==> config.mk <==
export PLATFORM = sky130hd
export DESIGN_NAME = load_store_unit_flat
export DESIGN_NICKNAME = d
export VERILOG_FILES = /design/src/rtl/lsu_pkg.sv /design/src/rtl/lsu_mem_if.sv /design/src/rtl/lsu_align.sv /design/src/rtl/load_store_unit.sv /design/src/flat_wrapper.sv
export SDC_FILE = /design/constraint.sdc
export NUM_CORES = 1
export LEC_CHECK = 0
export CORE_MARGIN = 4
export CORE_UTILIZATION = 35
export DETAILED_ROUTE_END_ITERATION = 12
export PLACE_DENSITY = 0.67
export SLEW_MARGIN = 10
export SYNTH_ARGS = -nofsm -noshare
export SYNTH_HDL_FRONTEND = slang
export SYNTH_SLANG_ARGS = --single-unit
==> constraint.sdc <==
create_clock -name clk -period 3.1 [get_ports clk]
set_input_delay 0.93 -clock clk [delete_from_list [all_inputs] [get_ports clk]]
set_output_delay 0.93 -clock clk [all_outputs]
set_load 0.005 [all_outputs]
==> src/rtl/lsu_pkg.sv <==
// Shared state/encoding types and byte-lane helpers for the load/store unit.
package lsu_pkg;

  localparam int unsigned XLEN = 32;
  localparam int unsigned BE_W = XLEN / 8;

  localparam logic [2:0] F3_B  = 3'b000;
  localparam logic [2:0] F3_H  = 3'b001;
  localparam logic [2:0] F3_W  = 3'b010;
  localparam logic [2:0] F3_BU = 3'b100;
  localparam logic [2:0] F3_HU = 3'b101;

  typedef enum logic [1:0] {IDLE, REQ, RESP, DONE} lsu_state_e;
  typedef enum logic [1:0] {SZ_B, SZ_H, SZ_W} lsu_size_e;

  // Unlisted encodings fall through to word access.
  function automatic lsu_size_e f_size(input logic [2:0] funct3);
    case (funct3)
      F3_B, F3_BU: return SZ_B;
      F3_H, F3_HU: return SZ_H;
      default:     return SZ_W;
    endcase
  endfunction

  function automatic logic [BE_W-1:0] f_store_be(input logic [2:0] funct3, input logic [1:0] off);
    case (f_size(funct3))
      SZ_B:    return 4'b0001 << off;
      SZ_H:    return off[1] ? 4'b1100 : 4'b0011;
      default: return 4'b1111;
    endcase
  endfunction

  function automatic logic [XLEN-1:0] f_store_wdata(input logic [2:0] funct3, input logic [XLEN-1:0] wd);
    case (f_size(funct3))
      SZ_B:    return {4{wd[7:0]}};
      SZ_H:    return {2{wd[15:0]}};
      default: return wd;
    endcase
  endfunction

  function automatic logic [XLEN-1:0] f_load_extract(input logic [2:0] funct3, input logic [1:0] off,
                                                      input logic [XLEN-1:0] rdata);
    logic [7:0]  b8;
    logic [15:0] h16;
    b8  = rdata[{off, 3'b000} +: 8];
    h16 = off[1] ? rdata[31:16] : rdata[15:0];
    case (funct3)
      F3_B:    return {{24{b8[7]}}, b8};
      F3_BU:   return {24'd0, b8};
      F3_H:    return {{16{h16[15]}}, h16};
      F3_HU:   return {16'd0, h16};
      default: return rdata;
    endcase
  endfunction

  function automatic logic f_misaligned(input logic [2:0] funct3, input logic [1:0] off);
    case (f_size(funct3))
      SZ_H:    return off[0];
      SZ_W:    return off != 2'b00;
      default: return 1'b0;
    endcase
  endfunction

endpackage

==> src/rtl/lsu_mem_if.sv <==
// Valid/ready request and single-cycle response channel between the LSU and data memory.
interface lsu_mem_if
  import lsu_pkg::*;
#(
  parameter int unsigned ADDR_W = 32
);
  logic              mem_req_valid;
  logic              mem_req_ready;
  logic              mem_req_we;
  logic [ADDR_W-1:0] mem_req_addr;
  logic [XLEN-1:0]   mem_req_wdata;
  logic [BE_W-1:0]   mem_req_be;
  logic              mem_rsp_valid;
  logic [XLEN-1:0]   mem_rsp_rdata;

  modport master (
    output mem_req_valid, mem_req_we, mem_req_addr, mem_req_wdata, mem_req_be,
    input  mem_req_ready, mem_rsp_valid, mem_rsp_rdata
  );

  modport slave (
    input  mem_req_valid, mem_req_we, mem_req_addr, mem_req_wdata, mem_req_be,
    output mem_req_ready, mem_rsp_valid, mem_rsp_rdata
  );
endinterface

==> src/rtl/lsu_align.sv <==
// Combinational byte-lane logic: store lane replication/enables and load extract/extend.
module lsu_align
  import lsu_pkg::*;
(
  input  logic [2:0]      i_st_funct3,
  input  logic [1:0]      i_st_off,
  input  logic [XLEN-1:0] i_st_wdata,
  input  logic [2:0]      i_ld_funct3,
  input  logic [1:0]      i_ld_off,
  input  logic [XLEN-1:0] i_ld_rdata,
  output logic [BE_W-1:0] o_st_be_c,
  output logic [XLEN-1:0] o_st_wdata_c,
  output logic [XLEN-1:0] o_ld_data_c
);
  assign o_st_be_c    = f_store_be(i_st_funct3, i_st_off);
  assign o_st_wdata_c = f_store_wdata(i_st_funct3, i_st_wdata);
  assign o_ld_data_c  = f_load_extract(i_ld_funct3, i_ld_off, i_ld_rdata);
endmodule

==> src/rtl/load_store_unit.sv <==
// Memory-stage LSU: issues word requests to a multi-cycle data memory and stalls the pipeline until done.
// Optional LSU_MISALIGN_TRAP_EN: misaligned h/w accesses skip the memory and report LsuErrM instead.
module load_store_unit
  import lsu_pkg::*;
#(
  parameter int unsigned ADDR_W       = 32,
  parameter int unsigned RESP_TIMEOUT = 255
) (
  input  logic            clk,
  input  logic            reset,
  input  logic            MemReadM,
  input  logic            MemWriteM,
  input  logic [2:0]      Funct3M,
  input  logic [XLEN-1:0] ALUResultM,
  input  logic [XLEN-1:0] WriteDataM,
  output logic [XLEN-1:0] ReadDataM,
  output logic            StallM,
  output logic            LsuErrM,
  lsu_mem_if.master       mem
);
  localparam int unsigned CNT_W = (RESP_TIMEOUT > 1) ? $clog2(RESP_TIMEOUT) : 1;

  lsu_state_e      r_state;
  logic [2:0]      r_ld_funct3;
  logic [1:0]      r_ld_off;
  logic [CNT_W-1:0] r_cnt;

  logic            w_op;
  logic            w_trap;
  logic            w_timeout;
  logic [BE_W-1:0] w_st_be;
  logic [XLEN-1:0] w_st_wdata;
  logic [XLEN-1:0] w_ld_data;

  assign w_op      = MemReadM | MemWriteM;
  assign w_timeout = (RESP_TIMEOUT != 0) && (r_cnt == CNT_W'(RESP_TIMEOUT - 1));

`ifdef LSU_MISALIGN_TRAP_EN
  assign w_trap = f_misaligned(Funct3M, ALUResultM[1:0]);
`else
  assign w_trap = 1'b0;
`endif

  // Reset gating keeps the pipeline free-running while reset is held.
  assign StallM = reset & (((r_state == IDLE) & w_op) | (r_state == REQ) | (r_state == RESP));

  lsu_align u_align (
    .i_st_funct3  (Funct3M),
    .i_st_off     (ALUResultM[1:0]),
    .i_st_wdata   (WriteDataM),
    .i_ld_funct3  (r_ld_funct3),
    .i_ld_off     (r_ld_off),
    .i_ld_rdata   (mem.mem_rsp_rdata),
    .o_st_be_c    (w_st_be),
    .o_st_wdata_c (w_st_wdata),
    .o_ld_data_c  (w_ld_data)
  );

  always_ff @(posedge clk or negedge reset) begin
    if (!reset) begin
      r_state           <= IDLE;
      r_ld_funct3       <= 3'd0;
      r_ld_off          <= 2'd0;
      r_cnt             <= '0;
      ReadDataM         <= '0;
      LsuErrM           <= 1'b0;
      mem.mem_req_valid <= 1'b0;
      mem.mem_req_we    <= 1'b0;
      mem.mem_req_addr  <= '0;
      mem.mem_req_wdata <= '0;
      mem.mem_req_be    <= '0;
    end else begin
      LsuErrM <= 1'b0;
      case (r_state)
        IDLE: begin
          if (w_op) begin
            r_ld_funct3 <= Funct3M;
            r_ld_off    <= ALUResultM[1:0];
            if (w_trap) begin
              LsuErrM <= 1'b1;
              r_state <= DONE;
            end else begin
              mem.mem_req_valid <= 1'b1;
              mem.mem_req_we    <= MemWriteM;
              mem.mem_req_addr  <= {ALUResultM[ADDR_W-1:2], 2'b00};
              mem.mem_req_be    <= MemWriteM ? w_st_be : 4'b1111;
              mem.mem_req_wdata <= MemWriteM ? w_st_wdata : '0;
              r_state           <= REQ;
            end
          end
        end
        REQ: begin
          if (mem.mem_req_ready) begin
            mem.mem_req_valid <= 1'b0;
            r_cnt             <= '0;
            r_state           <= mem.mem_req_we ? DONE : RESP;
          end
        end
        RESP: begin
          if (mem.mem_rsp_valid) begin
            ReadDataM <= w_ld_data;
            r_state   <= DONE;
          end else if (w_timeout) begin
            ReadDataM <= '0;
            LsuErrM   <= 1'b1;
            r_state   <= DONE;
          end else begin
            r_cnt <= r_cnt + CNT_W'(1);
          end
        end
        DONE:    r_state <= IDLE;
        default: r_state <= IDLE;
      endcase
    end
  end
endmodule

==> src/flat_wrapper.sv <==
// flat-port wrapper written by rule: the top's interface ports become plain ports
module load_store_unit_flat import lsu_pkg::*;
#(
  parameter int unsigned ADDR_W       = 32,
  parameter int unsigned RESP_TIMEOUT = 255
)
  (clk, reset, MemReadM, MemWriteM, Funct3M, ALUResultM, WriteDataM, ReadDataM, StallM, LsuErrM, mem_mem_req_valid, mem_mem_req_we, mem_mem_req_addr, mem_mem_req_wdata, mem_mem_req_be, mem_mem_req_ready, mem_mem_rsp_valid, mem_mem_rsp_rdata);
  lsu_mem_if #(.ADDR_W(ADDR_W)) mem_i ();
  input  logic clk;
  input  logic reset;
  input  logic MemReadM;
  input  logic MemWriteM;
  input  logic [2:0] Funct3M;
  input  logic [XLEN-1:0] ALUResultM;
  input  logic [XLEN-1:0] WriteDataM;
  output logic [XLEN-1:0] ReadDataM;
  output logic StallM;
  output logic LsuErrM;
  output wire logic [$bits(mem_i.mem_req_valid)-1:0] mem_mem_req_valid;
  output wire logic [$bits(mem_i.mem_req_we)-1:0] mem_mem_req_we;
  output wire logic [$bits(mem_i.mem_req_addr)-1:0] mem_mem_req_addr;
  output wire logic [$bits(mem_i.mem_req_wdata)-1:0] mem_mem_req_wdata;
  output wire logic [$bits(mem_i.mem_req_be)-1:0] mem_mem_req_be;
  input wire logic [$bits(mem_i.mem_req_ready)-1:0] mem_mem_req_ready;
  input wire logic [$bits(mem_i.mem_rsp_valid)-1:0] mem_mem_rsp_valid;
  input wire logic [$bits(mem_i.mem_rsp_rdata)-1:0] mem_mem_rsp_rdata;
  assign mem_mem_req_valid = mem_i.mem_req_valid;
  assign mem_mem_req_we = mem_i.mem_req_we;
  assign mem_mem_req_addr = mem_i.mem_req_addr;
  assign mem_mem_req_wdata = mem_i.mem_req_wdata;
  assign mem_mem_req_be = mem_i.mem_req_be;
  assign mem_i.mem_req_ready = mem_mem_req_ready;
  assign mem_i.mem_rsp_valid = mem_mem_rsp_valid;
  assign mem_i.mem_rsp_rdata = mem_mem_rsp_rdata;
  load_store_unit #(.ADDR_W(ADDR_W), .RESP_TIMEOUT(RESP_TIMEOUT)) u_core (.clk(clk), .reset(reset), .MemReadM(MemReadM), .MemWriteM(MemWriteM), .Funct3M(Funct3M), .ALUResultM(ALUResultM), .WriteDataM(WriteDataM), .ReadDataM(ReadDataM), .StallM(StallM), .LsuErrM(LsuErrM), .mem(mem_i));
endmodule
Word-level counts from Yosys, hierarchy flattened
Index checks and enable logic that the tools add are counted.
W data, S select, Z words.
- eq/ne operators: 16
- shifts and indexed selects: 2
- bitwise gates (word level): 5
- add/sub/neg operators: 1
- reductions and logical operators: 14
- muxes and demuxes: 26
- operators by type and width (operator ; count):
    $pmux W32 S4 ; 1
    $mux W32 ; 3
    $pmux W32 S2 ; 1
    $shiftx A32 B6 Y8 ; 1
    $mux W8 ; 3
    $mux W16 ; 1
    $pmux W8 S2 ; 1
    $eq A3 B3 Y1 const B ; 4
    $add A8 B1 Y8 const B ; 1
    $eq A8 B8 Y1 const B ; 1
    $mux W2 ; 4
    $mux W4 ; 2
    $pmux W2 S4 ; 1
    $pmux W4 S2 ; 1
    $eq A3 B1 Y1 const B ; 2
    $logic_not A3 Y1 ; 2
    $mux W1 ; 6
    $ne A2 B2 Y1 const B ; 3
    $reduce_and A3 Y1 ; 2
    $reduce_bool A2 Y1 ; 3
    $eq A2 B1 Y1 const B ; 2
    $eq A2 B2 Y1 const B ; 2
    $logic_not A2 Y1 ; 2
    $pmux W2 S2 ; 1
    9 further kinds ; 14
- register bits after elaboration: 116
- word-level logic and storage cells: 75
- output and inout bits: 104

Depth between registers and ports, before layout
Gate-level depths: netlist (run 1).
- depth in word-level cells: 6
- mapped depth: 7
- gate-level depth less buffers: 6

Modules after synthesis
A second synthesis (run 1) with hierarchy kept.
- cells, all modules: 639
- area total of the unflattened synthesis: 5860.6 µm²
- modules (own cells, without submodules) (module ; area each (µm²) ; instances ; cells an instance ; sequential area each (µm²)):
    load_store_unit ; 4745.8 ; 1 ; 472 ; 2902.8
    lsu_align ; 1114.8 ; 1 ; 167 ; 0.0

Worst setup path before layout (run 1)
Ideal clock, no wire load.
- path type: input port to output port
- from: input MemWriteM
- to: output StallM
- stages on the path: 3
- slack: 0.570 ns
- data arrival time: 1.600 ns
- data required time: 2.170 ns
- buffers on the path: 1
- path through: o21ai_0 > clkbuf_1 > a21boi_0
- cells in the longest elaborated chain, start to end: 5
- RTL lines (what ; line ; text):
    from (decl) ; flat_wrapper.sv:12 ; input logic MemWriteM;
    $or A1 B1 Y1 ; load_store_unit.sv:35 ; assign w_op = MemReadM | MemWriteM;
    $and A1 B1 Y1 ; load_store_unit.sv:45 ; assign StallM = reset & (((r_state == IDLE) & w_op) | (r_state == REQ) | (r_state == RESP));
    $or A1 B1 Y1 (2 in a row) ; load_store_unit.sv:45 ;
    $and A1 B1 Y1 ; load_store_unit.sv:45 ;
    to (decl) ; flat_wrapper.sv:17 ; output logic StallM;
No other way between the ends.

Final worst setup path (run 1)
- from: register u_core.r_state[0]
- to: output StallM
- cells in the longest elaborated chain, start to end: 5
- elaborated cells between the ends (all ways): 7
- those cells by class: eq/ne (2); bitwise (4); reduce/logical (1)
- RTL lines (what ; line ; text):
    from (decl) ; load_store_unit.sv:23 ; lsu_state_e r_state;
    from (signal assigned) ; load_store_unit.sv:96 ; r_state <= mem.mem_req_we ? DONE : RESP;
    $logic_not A2 Y1 ; load_store_unit.sv:45 ;
    $and A1 B1 Y1 ; load_store_unit.sv:45 ;
    $or A1 B1 Y1 ; load_store_unit.sv:45 ;
    $or A1 B1 Y1 * ; load_store_unit.sv:45 ;
    $and A1 B1 Y1 * ; load_store_unit.sv:45 ;
Mark *: on every way between the ends. The rest lies on a longest branch, timed or not.

==> results of run 1 <==
==> worst max-delay path, stage by stage, from the launching register on <==
cell             delay, ns
dfrtp_1               0.40
inv_1                 0.14
ha_2                  0.28
o21ai_4               0.09
a21boi_2              0.15
clkdlybuf4s50_1       0.51
==> per-stage QoR <==
stage          setup WS [ns]  std cells
3_3_place_gp         -0.1788        912
2_1_floorplan         0.5696        543
4_1_cts              0.08452        942
5_1_grt              0.07365        942
3_5_place_dp         -0.2020        912
6_report              0.1833        942
==> layer usage <==
layer	routed length [µm]	part of all wire (%)	track usage [%]
met5	0	0	0
met4	260	1.6	5.659
met3	1173	7.3	7.405
met2	7770	48	29.76
met1	6914	43	23.44
==> logic make-up after synthesis <==
kind of cell / after synthesis / share of synthesized area (%)
and+or+nand+nor: 209 / 17.10
AOI/OAI and AO/OA: 136 / 18.20
DFF: 116 / 53.92
buffers and inverters: 45 / 3.486
muxes: 29 / 5.833
adders and majority gates: 6 / 1.394
other: 1 / 0.06965
==> state kept, by name, indices dropped and copies added (netlist names) <==
register,flops
u_core.r_cnt,8
u_core.mem.mem_req_valid,1
u_core.LsuErrM,1
u_core.r_ld_off,2
u_core.r_ld_funct3,3
u_core.r_state,2
u_core.mem.mem_req_we,1
u_core.mem.mem_req_be,4
u_core.ReadDataM,32
u_core.mem.mem_req_addr,30
u_core.mem.mem_req_wdata,32
==> cell usage after synthesis (3+ instances only) <==
| master | instances |
|---|---|
| a21oi_1 | 19 |
| clkbuf_1 | 23 |
| nand2_1 | 129 |
| nor2b_1 | 18 |
| or4_1 | 3 |
| buf_2 | 3 |
| buf_1 | 7 |
| nor2_1 | 29 |
| o21ai_0 | 37 |
| a21o_1 | 7 |
| o2bb2ai_1 | 8 |
| inv_1 | 9 |
| nor3_1 | 4 |
| mux2i_1 | 19 |
| dfrtp_1 | 116 |
| a221o_1 | 18 |
| a21boi_1 | 3 |
| a22o_1 | 22 |
| nand3_1 | 6 |
| a211oi_1 | 3 |
| ha_1 | 6 |
| nand2b_1 | 7 |
| mux2_2 | 9 |
| o31ai_1 | 4 |
==> cell type report <==
type | instances | area share, %
Timing Repair Buffer | 217 | 26.14
Multi-Input combinational cell | 382 | 28.25
Inverter | 9 | 0.4103
Clock inverter | 3 | 0.4863
Sequential cell | 116 | 35.26
Clock buffer | 27 | 6.596
Tap cell | 188 | 2.857
==> final timing paths <==
kind	end	slack (ns)	depth (start not counted)
max	StallM	0.18	5
min	u_core.mem.mem_req_addr[4]$_DFFE_PN0P_	0.47	2
max reg2reg	u_core.r_cnt[7]$_DFFE_PN0P_	0.84	7
min reg2reg	u_core.mem.mem_req_addr[4]$_DFFE_PN0P_	0.47	2
max in group asynchronous	u_core.mem.mem_req_addr[7]$_DFFE_PN0P_	1.14	3
min in group asynchronous	u_core.r_cnt[4]$_DFFE_PN0P_	0.54	2
==> power by group through the flow <==
stage	combinational (µW)	sequential, µW	clock (µW)
after global placement	3180	2690	0
final	3240	2700	1900
after CTS	3290	2700	1950
after detailed placement	3270	2700	0
after global routing	3550	2800	2030
after floorplan	1500	2610	0
==> timing repair <==
action / in CTS / in global routing
hold buffers: 0 / 0
endpoints found under the setup margin: 1 / 1
gates resized for setup: 4 / 1
==> results.py, run 1 <==
metrics = {
    "global_routing": {
        "track_usage_pct": 18.66,
        "grt_start_max_net_pins": 86,
        "grt_pass1_wl_um": 26300,
        "antenna_found_initial": 0,
        "grt_overflow": 0,
        "grt_pass1_vias": 4964,
    },
    "drt": {
        "via_count": 4913,
        "drtPass1Iterations": 4,
        "routedWlPerCell_um": 17.11,
        "vias_per_cell": 5.215,
        "drc": 0,
        "wirelength_um": 16120,
        "first_iter_violations": 390,
        "ant_nets": 0,
    },
    "layout": {
        "final_util_pct": 54.36,
        "postLayoutCellArea_um2": 8233,
        "num_antenna_cells": 0,
        "areaGrowthSynthToFinish_pct": 52.92,
        "n_fill_cell": 1320,
        "layout_commonest_cell": "clkdlybuf4s50_1",
        "multi_input_comb_area_um2": 2326,
        "seq_area_um2": 2903,
        "drive_gt1_share_pct": 8.090,
        "most-common-layout-cells": "clkdlybuf4s50_1 (203), nand2_1 (129), dfrtp_1 (116)",
        "nNetsFinal": 854,
    },
    "timing": {
        "fin_crit_sh_pct": 94.09,
        "hold_viol": 0,
        "maxSlewViolCount": 0,
        "relSlewSlack_pct": 28.73,
        "fin_crit_ns": 2.917,
        "whs_ns": 0.4697,
        "finalClockSkew_ns": 0.01015,
        "fmax_mhz": 342.8,
        "final.setup.tns_ns": 0,
        "rsz0062_at_grt": "no",
        "finalSetupViolCount": 0,
        "tightest_slew_ns": 1.069,
    },
    "clock_tree": {
        "cts.sinks": 116,
        "path_clk_slew_ns": 0.05,
        "tritoncts": "done",
        "cts-root-buf": "clkbuf_16",
        "cts-buffers-inserted": 17,
        "cts_setup_buffers": 0,
        "cts_htree_levels": 4,
        "cts_buffer_depth": 2,
        "clk_latency_ns": 0.41,
    },
    "outcome": {
        "status": "complete, no violations",
    },
    "power_and_ir_drop": {
        "combPwrFrac_pct": 41.3,
        "pwr-share-seq_pct": 34.5,
        "powerDensity_nw_per_um2": 953.2,
        "power_frac_clock_pct": 24.3,
        "p_int_uw": 5314,
        "total_power_uw": 7848,
        "p_leak_uw": 0.003634,
        "p_sw_uw": 2534,
        "max-vdd-ir-drop_v": 0.0004276,
        "switching_share_pct": 32.28,
    },
    "placement": {
        "io_buffers": 206,
        "dpl-instance-area_um2": 7646,
        "gp_congestion": 0.8235,
        "dpl.hpwl_um": 11510,
    },
    "setup_path": {
        "arrival_ns": 1.99,
        "crit_start": "u_core.r_state[0]$_DFFE_PN0P_",
        "cp-end-kind": "output pin",
        "crit_type": "flop to output pin",
        "critPathMaxFanout": 5,
        "r2r_start": "u_core.r_state[0]$_DFFE_PN0P_",
        "crit_path_start_kind": "flop",
        "crit_required_ns": 2.17,
    },
    "run": {
        "maxCapViolations": 0,
    },
    "floorplan": {
        "dieHeight_um": 132.0,
        "die-area_um2": 17430,
        "start_util_pct": 35.55,
        "die_w_um": 132.0,
        "coreArea_um2": 15150,
        "rows": 45,
        "io_pins": 209,
    },
    "yosys": {
        "yosysTopAreaCell": "dfrtp_1",
        "async_flop_share_pct": 100.0,
        "ys_ff_latch": 116,
        "postSynthCellCount": 542,
        "synth_top_area_share_pct": 53.92,
        "syn_area_per_cell_um2": 9.933,
        "yosysWarnings": 0,
        "synth_area_leaders": "dfrtp_1 (54%), nand2_1 (9.0%), a22o_1 (3.6%)",
        "synth_edf_count": 0,
        "ys_types": 54,
        "synth_area_um2": 5384,
        "ys_seq_area_share_pct": 53.92,
        "ys.flop_type": "dfrtp_1",
    },
    "min_path": {
        "hold_start": "u_core.mem.mem_req_addr[4]$_DFFE_PN0P_",
        "hold_class": "flop to flop",
    },
}
No activity file was read; power rests on OpenSTA's default activity.
==> run 2: changes to the inputs <==
Settings changed: CORE_ASPECT_RATIO set to 0.7, CORE_UTILIZATION 35 to 48, PLACE_DENSITY 0.67 to 0.88, RECOVER_POWER set to 25.
==> run 2 against run 1 <==
Compared with the run above:
- fmax down 2.5%
- cell area down 0.73%
- global-route usage is 7.8 points higher
- clock-buffer cell count is 6 lower
- critical endpoint unchanged
- final cell count is 3.5% lower
- setup slack worse by 0.074 ns
- clock skew is 0.0027 ns lower
==> results.py, run 2 (same netlist as run 1, synthesis figures left out) <==
metrics = {
    "outcome": {
        "status": "complete, no violations",
    },
    "layout": {
        "layout_commonest_cell": "clkdlybuf4s50_1",
        "top_regs": "u_core.ReadDataM (32), u_core.mem.mem_req_wdata (32), u_core.mem.mem_req_addr (30)",
        "drive_gt1_share_pct": 7.937,
        "postLayoutCellArea_um2": 8173,
        "most-common-layout-cells": "clkdlybuf4s50_1 (203), nand2_1 (129), dfrtp_1 (116)",
        "areaGrowthSynthToFinish_pct": 51.80,
        "num_antenna_cells": 0,
        "nNetsFinal": 854,
        "n_fill_cell": 775,
        "final_util_pct": 74.50,
    },
    "placement": {
        "dpl.hpwl_um": 12150,
        "dpl-instance-area_um2": 7590,
        "gp_congestion": 0.8965,
        "io_buffers": 206,
        "post-place-ws_ns": -0.1100,
    },
    "timing": {
        "rsz0062_at_grt": "no",
        "finalSetupViolCount": 0,
        "fin_crit_ns": 2.991,
        "tightest_slew_ns": 1.441,
        "finalClockSkew_ns": 0.007442,
        "fmax_mhz": 334.3,
        "fin_crit_sh_pct": 96.49,
        "hold_viol": 0,
        "whs_ns": 0.4752,
        "relSlewSlack_pct": 3.966,
        "final.setup.tns_ns": 0,
        "fin_ws_ns": 0.1089,
        "maxSlewViolCount": 0,
    },
    "global_routing": {
        "grt_pass1_wl_um": 27630,
        "grt_overflow": 0,
        "antenna_found_initial": 0,
        "grt_pass1_vias": 5330,
        "grt_start_max_net_pins": 81,
        "track_usage_pct": 26.44,
    },
    "power_and_ir_drop": {
        "p_leak_uw": 0.003606,
        "switching_share_pct": 33.64,
        "p_int_uw": 5285,
        "combPwrFrac_pct": 41.4,
        "power_frac_clock_pct": 24.5,
        "powerDensity_nw_per_um2": 974.5,
        "max-vdd-ir-drop_v": 0.0005399,
        "pwr-share-seq_pct": 34.1,
        "p_sw_uw": 2679,
    },
    "clock_tree": {
        "clk_latency_ns": 0.40,
        "cts_htree_levels": 4,
        "cts.sinks": 116,
        "path_clk_slew_ns": 0.05,
        "cts_buffer_depth": 2,
        "tritoncts": "done",
        "cts-buffers-inserted": 17,
        "post_cts_resize_count": 3,
        "cts_setup_buffers": 0,
        "cts_hold_buffers": 0,
        "cts-root-buf": "clkbuf_16",
    },
    "floorplan": {
        "rows": 32,
        "die_w_um": 134.6,
        "dieHeight_um": 96.61,
        "die-area_um2": 13000,
        "io_pins": 209,
        "coreArea_um2": 10970,
        "start_util_pct": 49.08,
    },
    "setup_path": {
        "cp-end-kind": "output pin",
        "crit_type": "flop to output pin",
        "crit_path_start_kind": "flop",
        "arrival_ns": 2.06,
        "crit_required_ns": 2.17,
        "critPathMaxFanout": 5,
    },
    "drt": {
        "vias_per_cell": 5.570,
        "routedWlPerCell_um": 18.68,
        "drc": 0,
        "first_iter_violations": 309,
        "drtPass1Iterations": 5,
        "ant_nets": 0,
        "via_count": 5063,
        "wirelength_um": 16980,
    },
    "min_path": {
        "hold_class": "flop to flop",
    },
    "run": {
        "maxCapViolations": 0,
    },
}
## run 2: stage by stage
stage	instances	power, µW
2_1_floorplan	543	4103
3_3_place_gp	877	5815
3_5_place_dp	877	5972
4_1_cts	909	7998
5_1_grt	909	8438
6_report	909	7964
## run 2: power by group through the flow
stage                     logic, µW  registers, µW  clock network, µW
after floorplan                1500           2610                  0
after global placement         3150           2660                  0
after detailed placement       3270           2700                  0
after CTS                      3320           2710               1970
after global routing           3580           2810               2050
final                          3300           2720               1950
## run 2: area by class of cell
class | instances | area [µm²] | area share (%)
sequential | 116 | 2903 | 35.52
multi-input combinational | 382 | 2320 | 28.38
timing repair buffer | 217 | 2127 | 26.03
clock buffer | 21 | 470.5 | 5.756
tap | 153 | 191.4 | 2.342
clock inverter | 11 | 127.6 | 1.562
inverter | 9 | 33.78 | 0.4133
## run 2: path summary, 6_finish.rpt
check                                                        start                                        to  slack (ns)  cells after the start
max in group asynchronous                                    reset  u_core.mem.mem_req_wdata[10]$_DFFE_PN0P_        1.05                      3
hold reg to reg            u_core.mem.mem_req_addr[26]$_DFFE_PN0P_   u_core.mem.mem_req_addr[26]$_DFFE_PN0P_        0.48                      2
setup reg to reg                     u_core.r_state[1]$_DFFE_PN0P_  u_core.mem.mem_req_wdata[16]$_DFFE_PN0P_        0.61                      6
setup / recovery                     u_core.r_state[1]$_DFFE_PN0P_                                    StallM        0.11                      5
hold / removal             u_core.mem.mem_req_addr[26]$_DFFE_PN0P_   u_core.mem.mem_req_addr[26]$_DFFE_PN0P_        0.48                      2
min in group asynchronous                                    reset   u_core.mem.mem_req_addr[14]$_DFFE_PN0P_        0.67                      2
## run 2: critical path: stages, from the launching register on
cell and delay, ns:
dfrtp_1 0.42, inv_1 0.13, ha_1 0.27, nor2_1 0.13, a21boi_1 0.19, clkdlybuf4s50_1 0.53
## run 2: routing by layer
metal	track usage, %	vias to the layer above	share of wire, %
met2	43.09	209	50
met3	7.744	36	6.9
li1	-	2302	-
met4	10.25	0	2.5
met5	0	-	0
met1	33.37	2516	41
==> run 3: changes to the inputs <==
Settings changed: CORE_UTILIZATION 48 to 40, PLACE_DENSITY 0.88 to 0.75.
==> run 3 against run 2 <==
Compared with the run above:
- the run now ends with max-capacitance violations left
- register-to-register slack lost 0.05 ns
- global-route usage is 4.8 points lower
- routed wire length shrank 2.6%
- final cell count grew 3.5%
- via count down 4.1%
- total power up 0.94%
- clock skew is 0.0043 ns higher
- first-iteration DRC count fell by 18%
- largest power group unchanged
==> results.py, run 3 (same netlist as run 1, synthesis figures left out) <==
metrics = {
    "outcome": {
        "status": "complete, but fails checks",
        "violations": "max-capacitance violations",
    },
    "drt": {
        "via_count": 4853,
        "ant_nets": 0,
        "routedWlPerCell_um": 17.57,
        "vias_per_cell": 5.157,
        "first_iter_violations": 254,
        "drc": 0,
        "wirelength_um": 16540,
        "drtPass1Iterations": 4,
    },
    "layout": {
        "final_util_pct": 62.52,
        "layout_commonest_cell": "clkdlybuf4s50_1",
        "top_regs": "u_core.ReadDataM (32), u_core.mem.mem_req_wdata (32), u_core.mem.mem_req_addr (30)",
        "nNetsFinal": 854,
        "areaGrowthSynthToFinish_pct": 53.08,
        "most-common-layout-cells": "clkdlybuf4s50_1 (201), nand2_1 (129), dfrtp_1 (116)",
        "postLayoutCellArea_um2": 8242,
        "n_fill_cell": 1066,
        "stdcell_count": 941,
        "num_antenna_cells": 0,
        "drive_gt1_share_pct": 8.069,
    },
    "power_and_ir_drop": {
        "total_power_uw": 8040,
        "max-vdd-ir-drop_v": 0.0004809,
        "powerDensity_nw_per_um2": 975.5,
        "p_leak_uw": 0.003626,
    },
    "setup_path": {
        "reg2reg_slack_ns": 0.56,
        "reg2reg_depth": 6,
        "arrival_ns": 2.10,
        "path_cells": "inv_1, ha_1, o21ai_4, a21boi_0, clkdlybuf4s50_1",
        "crit_required_ns": 2.17,
        "crit_path_start_kind": "flop",
        "slowest_delay_ns": 0.54,
        "critPathMaxFanout": 5,
        "path_buf_inv": 2,
        "rr_endpoint": "u_core.mem.mem_req_wdata[18]$_DFFE_PN0P_",
        "critPathTopFamily": "buffers and inverters",
        "crit_type": "flop to output pin",
        "cp-end-kind": "output pin",
        "crit_slowest_cell": "clkdlybuf4s50_1",
        "r2r_start": "u_core.r_state[0]$_DFFE_PN0P_",
    },
    "clock_tree": {
        "cts_buffer_depth": 2,
        "cts_htree_levels": 4,
        "cts-root-buf": "clkbuf_16",
        "path_clk_slew_ns": 0.05,
        "cts_hold_buffers": 0,
        "clk_latency_ns": 0.41,
        "cts-buffers-inserted": 17,
        "tritoncts": "done",
        "cts.sinks": 116,
        "cts_setup_buffers": 0,
    },
    "timing": {
        "final.setup.tns_ns": 0,
        "maxSlewViolCount": 0,
        "fin_crit_sh_pct": 97.58,
        "finalSetupViolCount": 0,
        "hold_viol": 0,
        "fmax_mhz": 330.6,
        "tightest_slew_ns": 1.489,
        "relSlewSlack_pct": 0.7080,
        "rsz0062_at_grt": "no",
        "finalClockSkew_ns": 0.01179,
        "fin_crit_ns": 3.025,
    },
    "floorplan": {
        "dieHeight_um": 105.1,
        "io_pins": 209,
        "coreArea_um2": 13180,
        "rows": 35,
        "die-area_um2": 15410,
        "die_w_um": 146.7,
        "start_util_pct": 40.84,
    },
    "placement": {
        "io_buffers": 206,
        "gp_congestion": 0.9102,
        "dpl.cell_count": 909,
        "dpl.hpwl_um": 12040,
        "dpl-instance-area_um2": 7642,
    },
    "global_routing": {
        "grt_pass1_wl_um": 26540,
        "grt_pass1_vias": 4999,
        "grt_start_max_net_pins": 75,
        "antenna_found_initial": 0,
        "track_usage_pct": 21.61,
        "grt_overflow": 0,
    },
    "run": {
        "maxCapViolations": 1,
    },
    "min_path": {
        "hold_class": "flop to flop",
        "hold_start": "u_core.mem.mem_req_addr[10]$_DFFE_PN0P_",
        "holdPathEnd": "u_core.mem.mem_req_addr[10]$_DFFE_PN0P_",
        "whs_path_depth": 2,
    },
}
run 3: per-layer routing:
metal | vias to the layer above | GRT usage (%) | wire length (µm)
met5 | - | 0 | 0
met4 | 0 | 8.054 | 295
met3 | 20 | 6.415 | 1134
met2 | 153 | 33.42 | 7709
met1 | 2375 | 28.79 | 7397
li1 | 2305 | - | -
run 3: worst max-delay path by stage:
stage,startpoint,to,cells after the start,slack [ns]
after floorplan,MemWriteM,StallM,3,0.57
final,u_core.r_state[0]$_DFFE_PN0P_,StallM,5,0.07
after CTS,u_core.r_state[0]$_DFFE_PN0P_,StallM,5,0.02
after global routing,u_core.r_state[1]$_DFFE_PN0P_,StallM,5,0.02
after global placement,MemWriteM,StallM,4,-0.11
after detailed placement,MemWriteM,StallM,4,-0.12
run 3: worst reg2reg max path: stages, from the launching register on:
cell	delay, ns
dfrtp_1	0.37
inv_1	0.11
ha_1	0.30
o21ai_4	0.11
clkbuf_2	1.12
nor2_1	0.18
a22o_1	0.24
run 3: through the flow:
| step | setup WS [ns] | hold slack (ns) |
|---|---|---|
| 6_report | 0.07499 | 0.4733 |
| 3_5_place_dp | -0.1152 | 0.4613 |
| 5_1_grt | 0.02167 | 0.5047 |
| 4_1_cts | 0.02147 | 0.4818 |
| 2_1_floorplan | 0.5696 | 0.4697 |
| 3_3_place_gp | -0.1061 | 0.4559 |
run 3: where the power goes:
part	internal [µW]	switching, µW	leakage, µW
Clock	1380	715	0.000297
Sequential	2190	511	0.00146
Combinational	1840	1400	0.00187
run 3: layout make-up:
| class | count | area, µm² | area share, % |
|---|---|---|---|
| timing repair buffer | 217 | 2125 | 25.78 |
| tap | 185 | 231.5 | 2.809 |
| clock buffer | 19 | 452.9 | 5.496 |
| multi-input combinational | 382 | 2315 | 28.09 |
| sequential | 116 | 2903 | 35.22 |
| inverter | 9 | 33.78 | 0.4099 |
| clock inverter | 13 | 181.4 | 2.201 |
run 3: what timing repair did:
item | 4_1_cts | 5_1_grt
gates resized for setup | 2 | 1
endpoints found under the setup margin | 1 | 1
pin swaps | 0 | 0
